--- config.mk ---
export PLATFORM = sky130hd
export DESIGN_NAME = wb_fabric_arbiter
export DESIGN_NICKNAME = d
export VERILOG_FILES = /design/src/rtl/wb_fabric_pkg.sv /design/src/rtl/wb_timeout_cntr.sv /design/src/rtl/wb_fabric_arbiter.sv
export SDC_FILE = /design/constraint.sdc
export NUM_CORES = 1
export LEC_CHECK = 0
export CAP_MARGIN = 20
export CELL_PAD_IN_SITES_DETAIL_PLACEMENT = 1
export CELL_PAD_IN_SITES_GLOBAL_PLACEMENT = 2
export CORE_UTILIZATION = 12
export DETAILED_ROUTE_END_ITERATION = 10
export PLACE_DENSITY = 0.92
export SYNTH_ARGS = -nofsm -noshare
export SYNTH_HDL_FRONTEND = slang
export SYNTH_SLANG_ARGS = --single-unit
export TNS_END_PERCENT = 1
--- constraint.sdc ---
create_clock -name WBs_CLK_i -period 2.7 [get_ports WBs_CLK_i]
set_input_delay 0.54 -clock WBs_CLK_i [delete_from_list [all_inputs] [get_ports WBs_CLK_i]]
set_output_delay 0.54 -clock WBs_CLK_i [all_outputs]
set_load 0.05 [all_outputs]
--- src/rtl/wb_fabric_pkg.sv ---
// Shared definitions for the two-master Wishbone fabric arbiter:
// arbiter states, bus bundle widths and the timeout read value.
package wb_fabric_pkg;

    localparam int WB_ADDR_WIDTH = 17;
    localparam int WB_DATA_WIDTH = 32;
    localparam int WB_BSTB_WIDTH = 4;

    localparam logic [31:0] DEFAULT_READ_VALUE = 32'hBAD_FAB_AC;

    typedef enum logic [1:0] {
        ST_IDLE = 2'd0,
        ST_OWN0 = 2'd1,
        ST_OWN1 = 2'd2
    } arb_state_t;

endpackage

--- src/rtl/wb_timeout_cntr.sv ---
// Bus watchdog counter: counts enabled cycles after a clear and flags
// the cycle in which the count reaches TIMEOUT_CYCLES-1.
module wb_timeout_cntr #(
    parameter int CNTR_WIDTH     = 8,
    parameter int TIMEOUT_CYCLES = 255
) (
    input  logic clk,
    input  logic reset,
    input  logic clear,
    input  logic enable,
    output logic expired
);

    logic [CNTR_WIDTH-1:0] count;

    assign expired = (count == CNTR_WIDTH'(TIMEOUT_CYCLES - 1));

    // Holds at the terminal value so a stalled owner cannot wrap the count.
    always_ff @(posedge clk) begin
        if (reset || clear) begin
            count <= '0;
        end else if (enable && !expired) begin
            count <= count + CNTR_WIDTH'(1);
        end
    end

endmodule

--- src/rtl/wb_fabric_arbiter.sv ---
// Round-robin arbiter giving two Wishbone masters alternating access to the
// FPGA IP slave bus, with a watchdog that force-completes hung transfers.
module wb_fabric_arbiter
    import wb_fabric_pkg::*;
#(
    parameter int ADDRWIDTH      = WB_ADDR_WIDTH,
    parameter int DATAWIDTH      = WB_DATA_WIDTH,
    parameter int TIMEOUT_CYCLES = 255,
    parameter int CNTR_WIDTH     = 8,
    parameter logic [DATAWIDTH-1:0] DEFAULT_READ_VALUE = wb_fabric_pkg::DEFAULT_READ_VALUE
) (
    input  logic                     WBs_CLK_i,
    input  logic                     WBs_RST_i,

    input  logic [ADDRWIDTH-1:0]     M0_ADR_i,
    input  logic                     M0_CYC_i,
    input  logic                     M0_STB_i,
    input  logic                     M0_WE_i,
    input  logic                     M0_RD_i,
    input  logic [WB_BSTB_WIDTH-1:0] M0_BYTE_STB_i,
    input  logic [DATAWIDTH-1:0]     M0_DAT_i,
    output logic [DATAWIDTH-1:0]     M0_DAT_o,
    output logic                     M0_ACK_o,

    input  logic [ADDRWIDTH-1:0]     M1_ADR_i,
    input  logic                     M1_CYC_i,
    input  logic                     M1_STB_i,
    input  logic                     M1_WE_i,
    input  logic                     M1_RD_i,
    input  logic [WB_BSTB_WIDTH-1:0] M1_BYTE_STB_i,
    input  logic [DATAWIDTH-1:0]     M1_DAT_i,
    output logic [DATAWIDTH-1:0]     M1_DAT_o,
    output logic                     M1_ACK_o,

    output logic [ADDRWIDTH-1:0]     S_ADR_o,
    output logic                     S_CYC_o,
    output logic                     S_STB_o,
    output logic                     S_WE_o,
    output logic                     S_RD_o,
    output logic [WB_BSTB_WIDTH-1:0] S_BYTE_STB_o,
    output logic [DATAWIDTH-1:0]     S_DAT_o,
    input  logic [DATAWIDTH-1:0]     S_DAT_i,
    input  logic                     S_ACK_i,

    output logic [1:0]               Grant_o,
    output logic                     Timeout_o
);

    arb_state_t state;
    logic       last_owner;
    logic       owned;
    logic       own_sel;
    logic       own_cyc;
    logic       own_stb;
    logic       req0;
    logic       req1;
    logic       expired;
    logic       timeout_hit;

    assign req0    = M0_CYC_i & M0_STB_i;
    assign req1    = M1_CYC_i & M1_STB_i;
    assign owned   = (state == ST_OWN0) || (state == ST_OWN1);
    assign own_sel = (state == ST_OWN1);
    assign own_cyc = own_sel ? M1_CYC_i : M0_CYC_i;
    assign own_stb = own_sel ? M1_STB_i : M0_STB_i;

    // A real slave ACK in the terminal cycle wins; a dropped CYC is an abort, not a timeout.
    assign timeout_hit = owned && expired && !S_ACK_i && own_cyc;
    assign Timeout_o   = timeout_hit;

    wb_timeout_cntr #(
        .CNTR_WIDTH    (CNTR_WIDTH),
        .TIMEOUT_CYCLES(TIMEOUT_CYCLES)
    ) u_timeout_cntr (
        .clk    (WBs_CLK_i),
        .reset  (WBs_RST_i),
        .clear  (!owned),
        .enable (owned && !S_ACK_i),
        .expired(expired)
    );

    // Every release passes through IDLE, so contention alternates owners.
    always_ff @(posedge WBs_CLK_i) begin
        if (WBs_RST_i) begin
            state      <= ST_IDLE;
            last_owner <= 1'b1;
            Grant_o    <= 2'b00;
        end else begin
            case (state)
                ST_IDLE: begin
                    if (req0 && (!req1 || last_owner)) begin
                        state   <= ST_OWN0;
                        Grant_o <= 2'b01;
                    end else if (req1) begin
                        state   <= ST_OWN1;
                        Grant_o <= 2'b10;
                    end
                end
                ST_OWN0, ST_OWN1: begin
                    if (S_ACK_i || timeout_hit || !own_cyc) begin
                        state      <= ST_IDLE;
                        Grant_o    <= 2'b00;
                        last_owner <= own_sel;
                    end
                end
                default: begin
                    state   <= ST_IDLE;
                    Grant_o <= 2'b00;
                end
            endcase
        end
    end

    // Request mux toward the slaves and ACK/data demux back to the owner only.
    always_comb begin
        S_ADR_o      = '0;
        S_CYC_o      = 1'b0;
        S_STB_o      = 1'b0;
        S_WE_o       = 1'b0;
        S_RD_o       = 1'b0;
        S_BYTE_STB_o = '0;
        S_DAT_o      = '0;
        M0_ACK_o     = 1'b0;
        M0_DAT_o     = '0;
        M1_ACK_o     = 1'b0;
        M1_DAT_o     = '0;
        if (owned) begin
            S_ADR_o      = own_sel ? M1_ADR_i      : M0_ADR_i;
            S_WE_o       = own_sel ? M1_WE_i       : M0_WE_i;
            S_RD_o       = own_sel ? M1_RD_i       : M0_RD_i;
            S_BYTE_STB_o = own_sel ? M1_BYTE_STB_i : M0_BYTE_STB_i;
            S_DAT_o      = own_sel ? M1_DAT_i      : M0_DAT_i;
            S_CYC_o      = own_cyc && !timeout_hit;
            S_STB_o      = own_stb && !timeout_hit;
        end
        if (state == ST_OWN0) begin
            M0_ACK_o = S_ACK_i || timeout_hit;
            M0_DAT_o = timeout_hit ? DEFAULT_READ_VALUE : S_DAT_i;
        end
        if (state == ST_OWN1) begin
            M1_ACK_o = S_ACK_i || timeout_hit;
            M1_DAT_o = timeout_hit ? DEFAULT_READ_VALUE : S_DAT_i;
        end
    end

endmodule

==> results.tsv <==
stage	metric	value	unit
status	outcome	finished, violations left	
status	failing checks	negative setup slack	
critical_path	Worst Reg-to-Reg Cells	7	
critical_path	WP data required	2160	ps
clock_tree	Clock Tree Root	clkbuf_16	
clock_tree	CTS tree	yes	
worst_hold_path	class of the worst hold path	reg2reg	
critical_path	Critical Path AT	2190	ps
placement	Detailed Place HPWL	9.54	mm
power	sw frac	0.434	
synthesis	post-synth net total	433	
power	pwr/cell area	305	nW/µm²
power	Int Power	1.14	mW
route	First-pass DRT Iterations	4	
floorplanning	die area	19600	µm²
critical_path	worst path cell trace	buf_6 -> ha_4 -> mux2_4 -> nand4_4 -> clkinv_4 -> buf_12 -> buf_12 -> buf_12 -> o21a_1 -> buf_12	
floorplanning	Core Footprint	18600	µm²
synthesis	Synth Flop Type	dfxtp_1	
route	DR DRC count	0	
sta	Setup WS post-layout	-27.9	ps
clock_tree	clock sinks	11	
synthesis	#FFs+latches synth	11	
global_route	global-route wire length before repair	19.0	mm
route	vias per inst	4.11	
clock_tree	Num CTS Buffers	3	
critical_path	Worst Setup Start Kind	register	
power	Pleak	2.57	nW
floorplanning	initial core utilization	0.122	
placement	routability cong.	0.719	
critical_path	slowest stage delay, CP	350	ps
floorplanning	Die Wd	140	µm
route	DR iter-0 viols	83	
global_route	largest net degree at the start of global routing	64	
placement	placed cell count	773	
power	NetSw	874	µW
placement	PortBufs	274	
floorplanning	die height	140	µm
worst_hold_path	hold wc startpoint	state[1]$_SDFFE_PP0P_	
clock_tree	H-Tree Depth	1	
layout	most frequent cells in the layout	clkdlybuf4s50_1 (147), buf_12 (109), nor2b_1 (57), mux2i_1 (55)	
layout	NumNets Final	714	
synthesis	Seq/Total Area, Yosys	0.0965	
synthesis	EDFF count, synth	0	
synthesis	Avg Inst Size Synth	8.18	µm²
sta	clock period minus worst slack	2730	ps
critical_path	R2R setup slack	450	ps
critical_path	CP bufs+invs	6	
sta	Final Hold Viols	0	
critical_path	reg2reg end	state[0]$_SDFFE_PP0P_	
synthesis	post-synthesis cell count	279	
power	Clock power frac	0.139	
global_route	total grt overflow	0	
layout	fraction of layout cells with a size suffix above 1	0.335	
route	Vias	3257	
clock_tree	Skew-Pair Late Insertion Delay	240	ps
sta	Worst Skew	2.79	ps
sta	period utilization	1.01	
global_route	initial antenna violation count	0	
synthesis	Ys Warns	0	
sta	Slew HR	0.598	
clock_tree	clk slew on worst S/H paths	50	ps
critical_path	CP Capture Type	output port	
critical_path	reg-to-reg startpoint	state[1]$_SDFFE_PP0P_	
placement	Place WS	-189	ps
global_route	number of global-route vias before repair	3529	
worst_hold_path	Worst Hold Endpoint	state[1]$_SDFFE_PP0P_	
sta	RSZ-0062 raised after global routing	yes	
worst_hold_path	WHS Path Cells	2	
critical_path	slowest stage cell, crit path	dfxtp_4	
clock_tree	Clock Path Buffers	2	
critical_path	Critical Path Most Common Cell	buf_12	
layout	Ant. Diodes	0	
layout	Filler Cell Count	2054	
run	max-cap violation count	0	
sta	Max Fclk	367	MHz
route	Routed WL	12.0	mm
global_route	gr usage total	0.121	
sta	Slew Viols, Final	0	
layout	most common cell after layout, fill and taps aside	clkdlybuf4s50_1	
sta	endpoints failing setup	20	
synthesis	Mapped Area	2280	µm²
layout	Area growth, synth to finish	190	%
floorplanning	Rows	50	
synthesis	Async S/R FF share, synth	0	
route	antenna-violating nets left	0	
critical_path	Crit path max-delay family	buffers and inverters	
route	WL/cell	15.2	µm
critical_path	crit-path max FO	10	
synthesis	library cells used by synthesis	41	
sta	Tightest Pin Transition	602	ps
power	Comb pwr share	0.776	
floorplanning	top-level I/O count	275	
power	Flop pwr share	0.085	
layout	final non-filler cell total	793	
critical_path	critical path class	reg2out	
power	VDD IR max	0.176	mV
final cells by class:
cell class,instances,area (µm²),share of cell area
inverter,6,30.0,0.00454
tap,234,293,0.0443
clock inverter,1,5.00,0.000757
clock buffer,3,75.1,0.0114
timing repair buffer,301,4040,0.611
sequential,11,225,0.0341
multi-input combinational,237,1940,0.294
how the worst max path moves through the flow:
stage | from | endpoint | slack [ps] | cells past startpoint
floorplan | state[1]$_SDFFE_PP0P_ | M0_DAT_o[19] | -50 | 9
global placement | S_ACK_i | M1_DAT_o[11] | -170 | 8
detailed placement | S_ACK_i | M1_DAT_o[19] | -190 | 8
CTS | state[0]$_SDFFE_PP0P_ | M0_DAT_o[8] | -60 | 11
global route | state[1]$_SDFFE_PP0P_ | M0_DAT_o[15] | -80 | 10
finish | state[1]$_SDFFE_PP0P_ | M0_DAT_o[15] | -30 | 10
Yosys cell counts (2+ instances only):
| cell | n | area share |
|---|---|---|
| a211oi_1 | 2 | 0.0066 |
| a21boi_1 | 3 | 0.0099 |
| and3_1 | 18 | 0.049 |
| and3_2 | 5 | 0.016 |
| buf_2 | 9 | 0.020 |
| buf_6 | 2 | 0.0099 |
| buf_8 | 3 | 0.020 |
| clkbuf_1 | 11 | 0.018 |
| dfxtp_1 | 11 | 0.096 |
| ha_1 | 5 | 0.027 |
| inv_1 | 5 | 0.0082 |
| mux2i_1 | 55 | 0.24 |
| nand2_1 | 7 | 0.012 |
| nand3_1 | 2 | 0.0044 |
| nor2_1 | 8 | 0.013 |
| nor2b_1 | 57 | 0.16 |
| nor4_1 | 2 | 0.0055 |
| o211ai_1 | 5 | 0.016 |
| o21a_1 | 43 | 0.14 |
| xnor2_1 | 2 | 0.0077 |
| xor2_1 | 4 | 0.015 |
per-layer routing:
layer / global-route usage / vias to the layer above / wire (µm)
met5: 0 / - / 0
met4: 0.0243 / 0 / 183
met3: 0.0321 / 13 / 993
met2: 0.229 / 183 / 6180
met1: 0.135 / 1503 / 4660
li1: - / 1558 / -
power groups by stage:
| stage | clock network, mW | logic (mW) | registers, mW |
|---|---|---|---|
| global placement | 0 | 1.54 | 0.176 |
| CTS | 0.286 | 1.58 | 0.171 |
| global route | 0.295 | 1.63 | 0.172 |
| finish | 0.280 | 1.56 | 0.171 |
| floorplan | 0 | 0.720 | 0.183 |
| detailed placement | 0 | 1.56 | 0.176 |
per-stage QoR:
step	total power [mW]	utilization	area [µm²]	TNS, ps	hold WS (ps)
finish	2.01	0.355	6610	-216	541
global route	2.10	0.355	6610	-1730	572
CTS	2.03	0.352	6570	-865	546
detailed placement	1.73	0.336	6260	-7870	505
global placement	1.72	0.336	6260	-6950	506
floorplan	0.902	-	2290	-439	514
tightest hold or removal path: cells and delay by family (launching register included):
kind | cells | cell delay (ps)
compound gates | 1 | 70
buf+inv | 1 | 70
flops | 1 | 350
state kept, by name, summed over array words and instances (netlist names):
name,cells
last_owner,1
u_timeout_cntr.count,8
state,2
repair_timing:
| item | in CTS | in global routing |
|---|---|---|
| resized for setup | 13 | 5 |
| hold buffers | 0 | 0 |
| pin swaps | 7 | 6 |
| setup endpoints to repair | 56 | 42 |
| gates cloned | 3 | 0 |
| setup buffers | 10 | 3 |
logic make-up after synthesis:
kind of cell | Yosys count | share of synthesized area
AND/OR/NAND/NOR | 110 | 0.316
AO/OA/AOI/OAI | 58 | 0.196
multiplexers | 57 | 0.253
buffers and inverters | 32 | 0.0883
adder cells (fa/ha/maj) | 5 | 0.0274
flip-flops | 11 | 0.0965
XOR/XNOR | 6 | 0.0230
(Power assumes the default switching activity.)
==> variant 1: new RTL, config.mk and constraints unchanged <==
Make the reset (`WBs_RST_i`) asynchronous in one clocked block.
--- a/src/rtl/wb_fabric_arbiter.sv
+++ b/src/rtl/wb_fabric_arbiter.sv
@@ -80,7 +80,7 @@
     );
 
     // Every release passes through IDLE, so contention alternates owners.
-    always_ff @(posedge WBs_CLK_i) begin
+    always_ff @(posedge WBs_CLK_i or posedge WBs_RST_i) begin
         if (WBs_RST_i) begin
             state      <= ST_IDLE;
             last_owner <= 1'b1;
Check against the original RTL: differs if WBs_RST_i is asserted again (counterexample within 4 cycles, from zero or initial values and one cycle with WBs_RST_i high); with WBs_RST_i held inactive, the same outputs for 10 cycles.
==> variant 1 against the unedited design <==
Synthesized area decreased by 9.5%; routed wire length increased by 1.5%; final area decreased by 13%; hold slack got worse by 0.045 ns; via count decreased by 3.0%; sequential cell count unchanged; setup slack improved by 0.11 ns; critical path depth decreased by 4.
Power is left out: it rests on default switching activity, and per cell area and clock period it moved more than threefold.
==> variant 1: results (changes against the unedited design) <==
Clk Latency, worst-skew pair 0.24 ns (about the same); Most used DFF post-synth dfxtp_1 (unchanged); Synth Warn # 0 (unchanged); TritonRoute pass-1 iters 4 (unchanged); routability cong. 0.8177 (was 0.7187); Clock Skew 0.002547 ns (was 0.002787 ns); initial antenna violation count 0 (unchanged); Yosys cell types 40 (was 41); Slowest Stage Delay on Critical Path 0.51 ns (was 0.35 ns); status finished clean (was finished, violations left); dpl cells 764 (was 773); number of global-route vias before repair 3345 (was 3529); largest net degree at the start of global routing 57 (was 64); CTS Buffer Depth 2 (unchanged); Regs by FF count u_timeout_cntr.count x8, state x2, last_owner x1 (unchanged); Cell Count, Final, Fillers Out 770 (was 793); Clock Root Buffer clkbuf_16 (unchanged); Port Buffers 274 (unchanged); DP HPWL 10.50 mm (was 9.542 mm); TritonCTS buffer count 3 (unchanged); synth top area cells mux2i_1, o21a_1, nor2_1 (was mux2i_1, nor2b_1, o21a_1); ys async rst share 0.2727 (was 0); Final nets 705 (was 714); Worst Path Arrival 2.08 ns (was 2.19 ns); layout cell share with drive strength beyond 1 0.2909 (was 0.3345); slew margin rel. 0.6517 (was 0.5976); CTS clk-pin slew, worst paths 0.04 ns; DP Area 0.005674 mm2 (was 0.006264 mm2); hold crit path type in -> async (was reg -> reg); mean number of vias per cell 4.101 (was 4.107); most frequent cells after synthesis nor2_1, mux2i_1, o21a_1 (was nor2b_1, mux2i_1, o21a_1); initial drt markers 73 (was 83); syn nets 433 (unchanged); R2R depth 7 (unchanged); Seq/Total Area, Yosys 0.1145 (was 0.09649); Routed WL 12.19 mm (was 12.02 mm); n_diodes 0 (unchanged); global-route wire length before repair 18.51 mm (was 19.04 mm); CTS H-tree depth 1 (unchanged); Mapped Cells 279 (unchanged); Slowest-stage cell, CP clkdlybuf4s50_1 (was dfxtp_4); GRT Total Usage 0.1322 (was 0.1211); maximum fanout along the worst path 46 (was 10)
[variant 1: path summary, 6_finish.rpt]
path / start / end / slack, ns
min in group WBs_CLK_i: u_timeout_cntr.count[5] / u_timeout_cntr.count[5] / 0.51
max in group asynchronous: WBs_RST_i / last_owner / 1.97
setup / recovery: M0_CYC_i / M1_DAT_o[27] / 0.08
setup reg to reg: state[1] / u_timeout_cntr.count[6] / 0.80
hold / removal: WBs_RST_i / state[0] / 0.50
hold reg to reg: u_timeout_cntr.count[5] / u_timeout_cntr.count[5] / 0.51
[variant 1: logic make-up after synthesis]
group	Yosys count	synth area share
and+or+nand+nor	107	0.2556
muxes	59	0.2871
buffers and inverters	33	0.07935
DFF	11	0.1145
adders and majority gates	5	0.03028
AOI/OAI and AO/OA	61	0.2205
xor gates and xnor gates	3	0.01272
[variant 1: layer usage]
layer / global-route usage / up-vias / part of all wire
li1: - / 1522 / -
met2: 0.2499 / 192 / 0.51
met4: 0.04419 / 0 / 0.025
met3: 0.02702 / 14 / 0.083
met1: 0.1458 / 1430 / 0.38
met5: 0 / - / 0
[variant 1: cell type report]
type,count,area [um2]
fillers,1911,10920
repair buffers,292,3460
multi-input cells,235,1689
well taps,220,275.3
flip-flops and latches,11,236.5
clock buffers,3,75.07
inverters,8,37.54
clock inverters,1,5.005
[variant 1: what timing repair did]
action / CTS / global route
resized for setup: 1 / 3
buffers inserted: 2 / 0
hold endpoints to repair: 0 / 0
hold buffers: 0 / 0
endpoints found under the setup margin: 68 / 67
[variant 1: worst max-delay path, delay by kind of cell]
family | cells | cell delay, ns
AO/OA/AOI/OAI | 1 | 0.22
buffers and inverters | 3 | 0.92
multiplexers | 1 | 0.20
AND/OR/NAND/NOR | 1 | 0.16
[variant 1: through the flow]
step	TNS [ns]	hold slack, ns	setup slack [ns]
6_report	0	0.4963	0.07913
5_1_grt	-0.8468	0.5263	-0.05444
4_1_cts	0	0.5136	0.009170
3_5_place_dp	-0.01242	0.5065	-0.008935
3_3_place_gp	0	0.4980	0.07281
2_1_floorplan	-6.827	0.3012	-0.1492
==> variant 2: new RTL, config.mk and constraints unchanged <==
Made on the original files. The package constant `WB_ADDR_WIDTH` goes from 17 to 34.
--- a/src/rtl/wb_fabric_pkg.sv
+++ b/src/rtl/wb_fabric_pkg.sv
@@ -2,7 +2,7 @@
 // arbiter states, bus bundle widths and the timeout read value.
 package wb_fabric_pkg;
 
-    localparam int WB_ADDR_WIDTH = 17;
+    localparam int WB_ADDR_WIDTH = 34;
     localparam int WB_DATA_WIDTH = 32;
     localparam int WB_BSTB_WIDTH = 4;
 
Interface: changed (resized M0_ADR_i, M1_ADR_i and S_ADR_o); port bits go from 275 to 326. The function was not compared with the original's and may differ.
==> variant 2 against the unedited design <==
Routed wire length rose by 21%; setup slack improved by 0.12 ns; clock power is 2% higher; power is 16% higher; die area up 12%; final area up 14%; sequential share of layout area is 0.47 points lower; synthesized area is 12% higher; sequential cell count unchanged; critical path type is now in -> out; critical endpoint is now M1_DAT_o[29].
==> variant 2: results (changes against the unedited design) <==
synth top area cells mux2i_1, nor2b_1, o21a_1 (unchanged); number of global-route vias before repair 4048 (was 3529); Final nets 824 (was 714); status finished clean (was finished, violations left); Via Count 3651 (was 3257); Clock Root Buffer clkbuf_16 (unchanged); CTS clk-pin slew, worst paths 0.05 ns (about the same); Least-Margin Pin Slew 0.5920 ns (was 0.6018 ns); CTS H-tree depth 1 (unchanged); Compound-Gate Fraction of Synth Area 0.1745 (was 0.1963); syn nets 504 (was 433); number of filler cells placed in the layout 2327 (was 2054); R2R Path Start state[1] (unchanged); CTS Buffer Depth 2 (unchanged); adder-cell share of the synthesized area 0.02437 (was 0.02741); WHS Path Cells 2 (unchanged); Setup TNS 0 ns (was -0.2162 ns); RR Endpoint state[0] (unchanged); Hold EP u_timeout_cntr.count[1] (was state[1]); TritonCTS buffer count 3 (unchanged); GRT Total Usage 0.1244 (was 0.1211); Seq/Total Area, Yosys 0.08577 (was 0.09649); wire per inst 15.93 um (was 15.15 um); maximum fanout along the worst path 6 (was 10); largest net degree at the start of global routing 81 (was 64); Clk Latency, worst-skew pair 0.25 ns; final hold slack 0.5550 ns (was 0.5415 ns); initial drt markers 65 (was 83); Clock Skew 0.004174 ns (was 0.002787 ns); hold crit path type reg -> reg (unchanged); Port Buffers 325 (was 274); layout cell share with drive strength beyond 1 0.3024 (was 0.3345); Slowest-stage cell, CP clkdlybuf4s50_1 (was dfxtp_4); routability cong. 0.7285 (was 0.7187); Worst Path Arrival 2.07 ns (was 2.19 ns); Peak supply drop 0.1568 mV (was 0.1756 mV); most frequent cells after synthesis nor2b_1, mux2i_1, o21a_1 (unchanged); Leak Pwr 2.872 nW (was 2.573 nW); ys async rst share 0 (unchanged); proportion of synthesized area in mux cells 0.2895 (was 0.2527); Slowest Stage Delay on Critical Path 0.44 ns (was 0.35 ns); DP HPWL 11.88 mm (was 9.542 mm); Synth Warn # 0 (unchanged); Most used DFF post-synth dfxtp_1 (unchanged); R2R depth 8 (was 7); TritonRoute pass-1 iters 4 (unchanged); reg2reg setup slack 0.69 ns (was 0.45 ns); initial antenna violation count 3 (was 0); hold path startpoint u_timeout_cntr.count[1] (was state[1]); global-route wire length before repair 21.64 mm (was 19.04 mm); XOR/XNOR Fraction of Synth Area 0.02047 (was 0.02303); Yosys cell types 40 (was 41); Regs by FF count u_timeout_cntr.count x8, state x2, last_owner x1 (unchanged)
==> variant 2: cell types whose count changed in the layout (fill, tap and decap cells not counted), sizes merged <==
cell | unedited run | this run
buf | 151 | 157
clkbuf | 3 | 7
clkdlybuf4s50 | 147 | 183
clkinv | 2 | 0
diode | 0 | 3
dlygate4sd2 | 3 | 0
dlymetal6s2s | 0 | 1
inv | 5 | 6
mux2i | 55 | 72
nand4 | 4 | 3
nor2b | 57 | 74
==> variant 2: layer usage <==
layer,GRT usage,wire (um),vias to the layer above,share of wire
met3,0.03742,1290,17,0.089
met5,0,0,-,0
met4,0.04381,308,0,0.021
li1,-,-,1760,-
met1,0.1211,4913,1693,0.34
met2,0.2448,8035,181,0.55
==> variant 2: per-stage QoR <==
stage          setup slack [ns]  instances  utilization  area, um2
2_1_floorplan           -0.2377        316            -       2577
3_3_place_gp           0.004610        900       0.3472       7300
3_5_place_dp           -0.04299        900       0.3472       7300
4_1_cts                -0.01952        904       0.3515       7390
5_1_grt                0.008164        913       0.3590       7546
6_report                0.08973        913       0.3590       7546
==> variant 2: area by class of cell <==
cell class / instances / share of cell area
sequential: 11 / 0.02935
timing repair buffer: 344 / 0.6171
antenna: 3 / 0.0009949
tap: 275 / 0.04560
multi-input combinational: 270 / 0.2925
inverter: 6 / 0.003979
clock buffer: 4 / 0.01045
==> variant 2: worst max-delay path: cells and delay by family <==
kind | cells | cell delay (ns)
compound gates | 1 | 0.21
buf+inv | 4 | 0.83
mux | 1 | 0.32
simple gates | 1 | 0.17
==> variant 2: worst max path at each step <==
stage | start | to | slack [ns] | cells after the start
floorplan | state[1] | S_ADR_o[10] | -0.24 | 5
global placement | S_ACK_i | M1_DAT_o[4] | 0.005 | 7
detailed placement | S_ACK_i | M1_DAT_o[4] | -0.04 | 7
CTS | S_ACK_i | M1_DAT_o[18] | -0.02 | 8
global route | M1_CYC_i | M0_DAT_o[17] | 0.008 | 7
finish | M1_CYC_i | M1_DAT_o[29] | 0.09 | 7
==> variant 2: what timing repair did <==
item,in CTS,in global routing
cloned,0,4
gates resized for setup,2,12
setup buffers,0,2
hold endpoints to repair,0,0
pin swaps,0,6
hold buffers,0,0
endpoints found under the setup margin,29,67
==> variant 2: power breakdown <==
part           total (W)  leakage (nW)  switching (W)  internal (W)
registers       0.000171        0.0895     0.00000323      0.000168
clock network   0.000286        0.0382      0.0000861      0.000199
logic            0.00188          2.74       0.000937      0.000941
total            0.00234          2.87        0.00103       0.00131
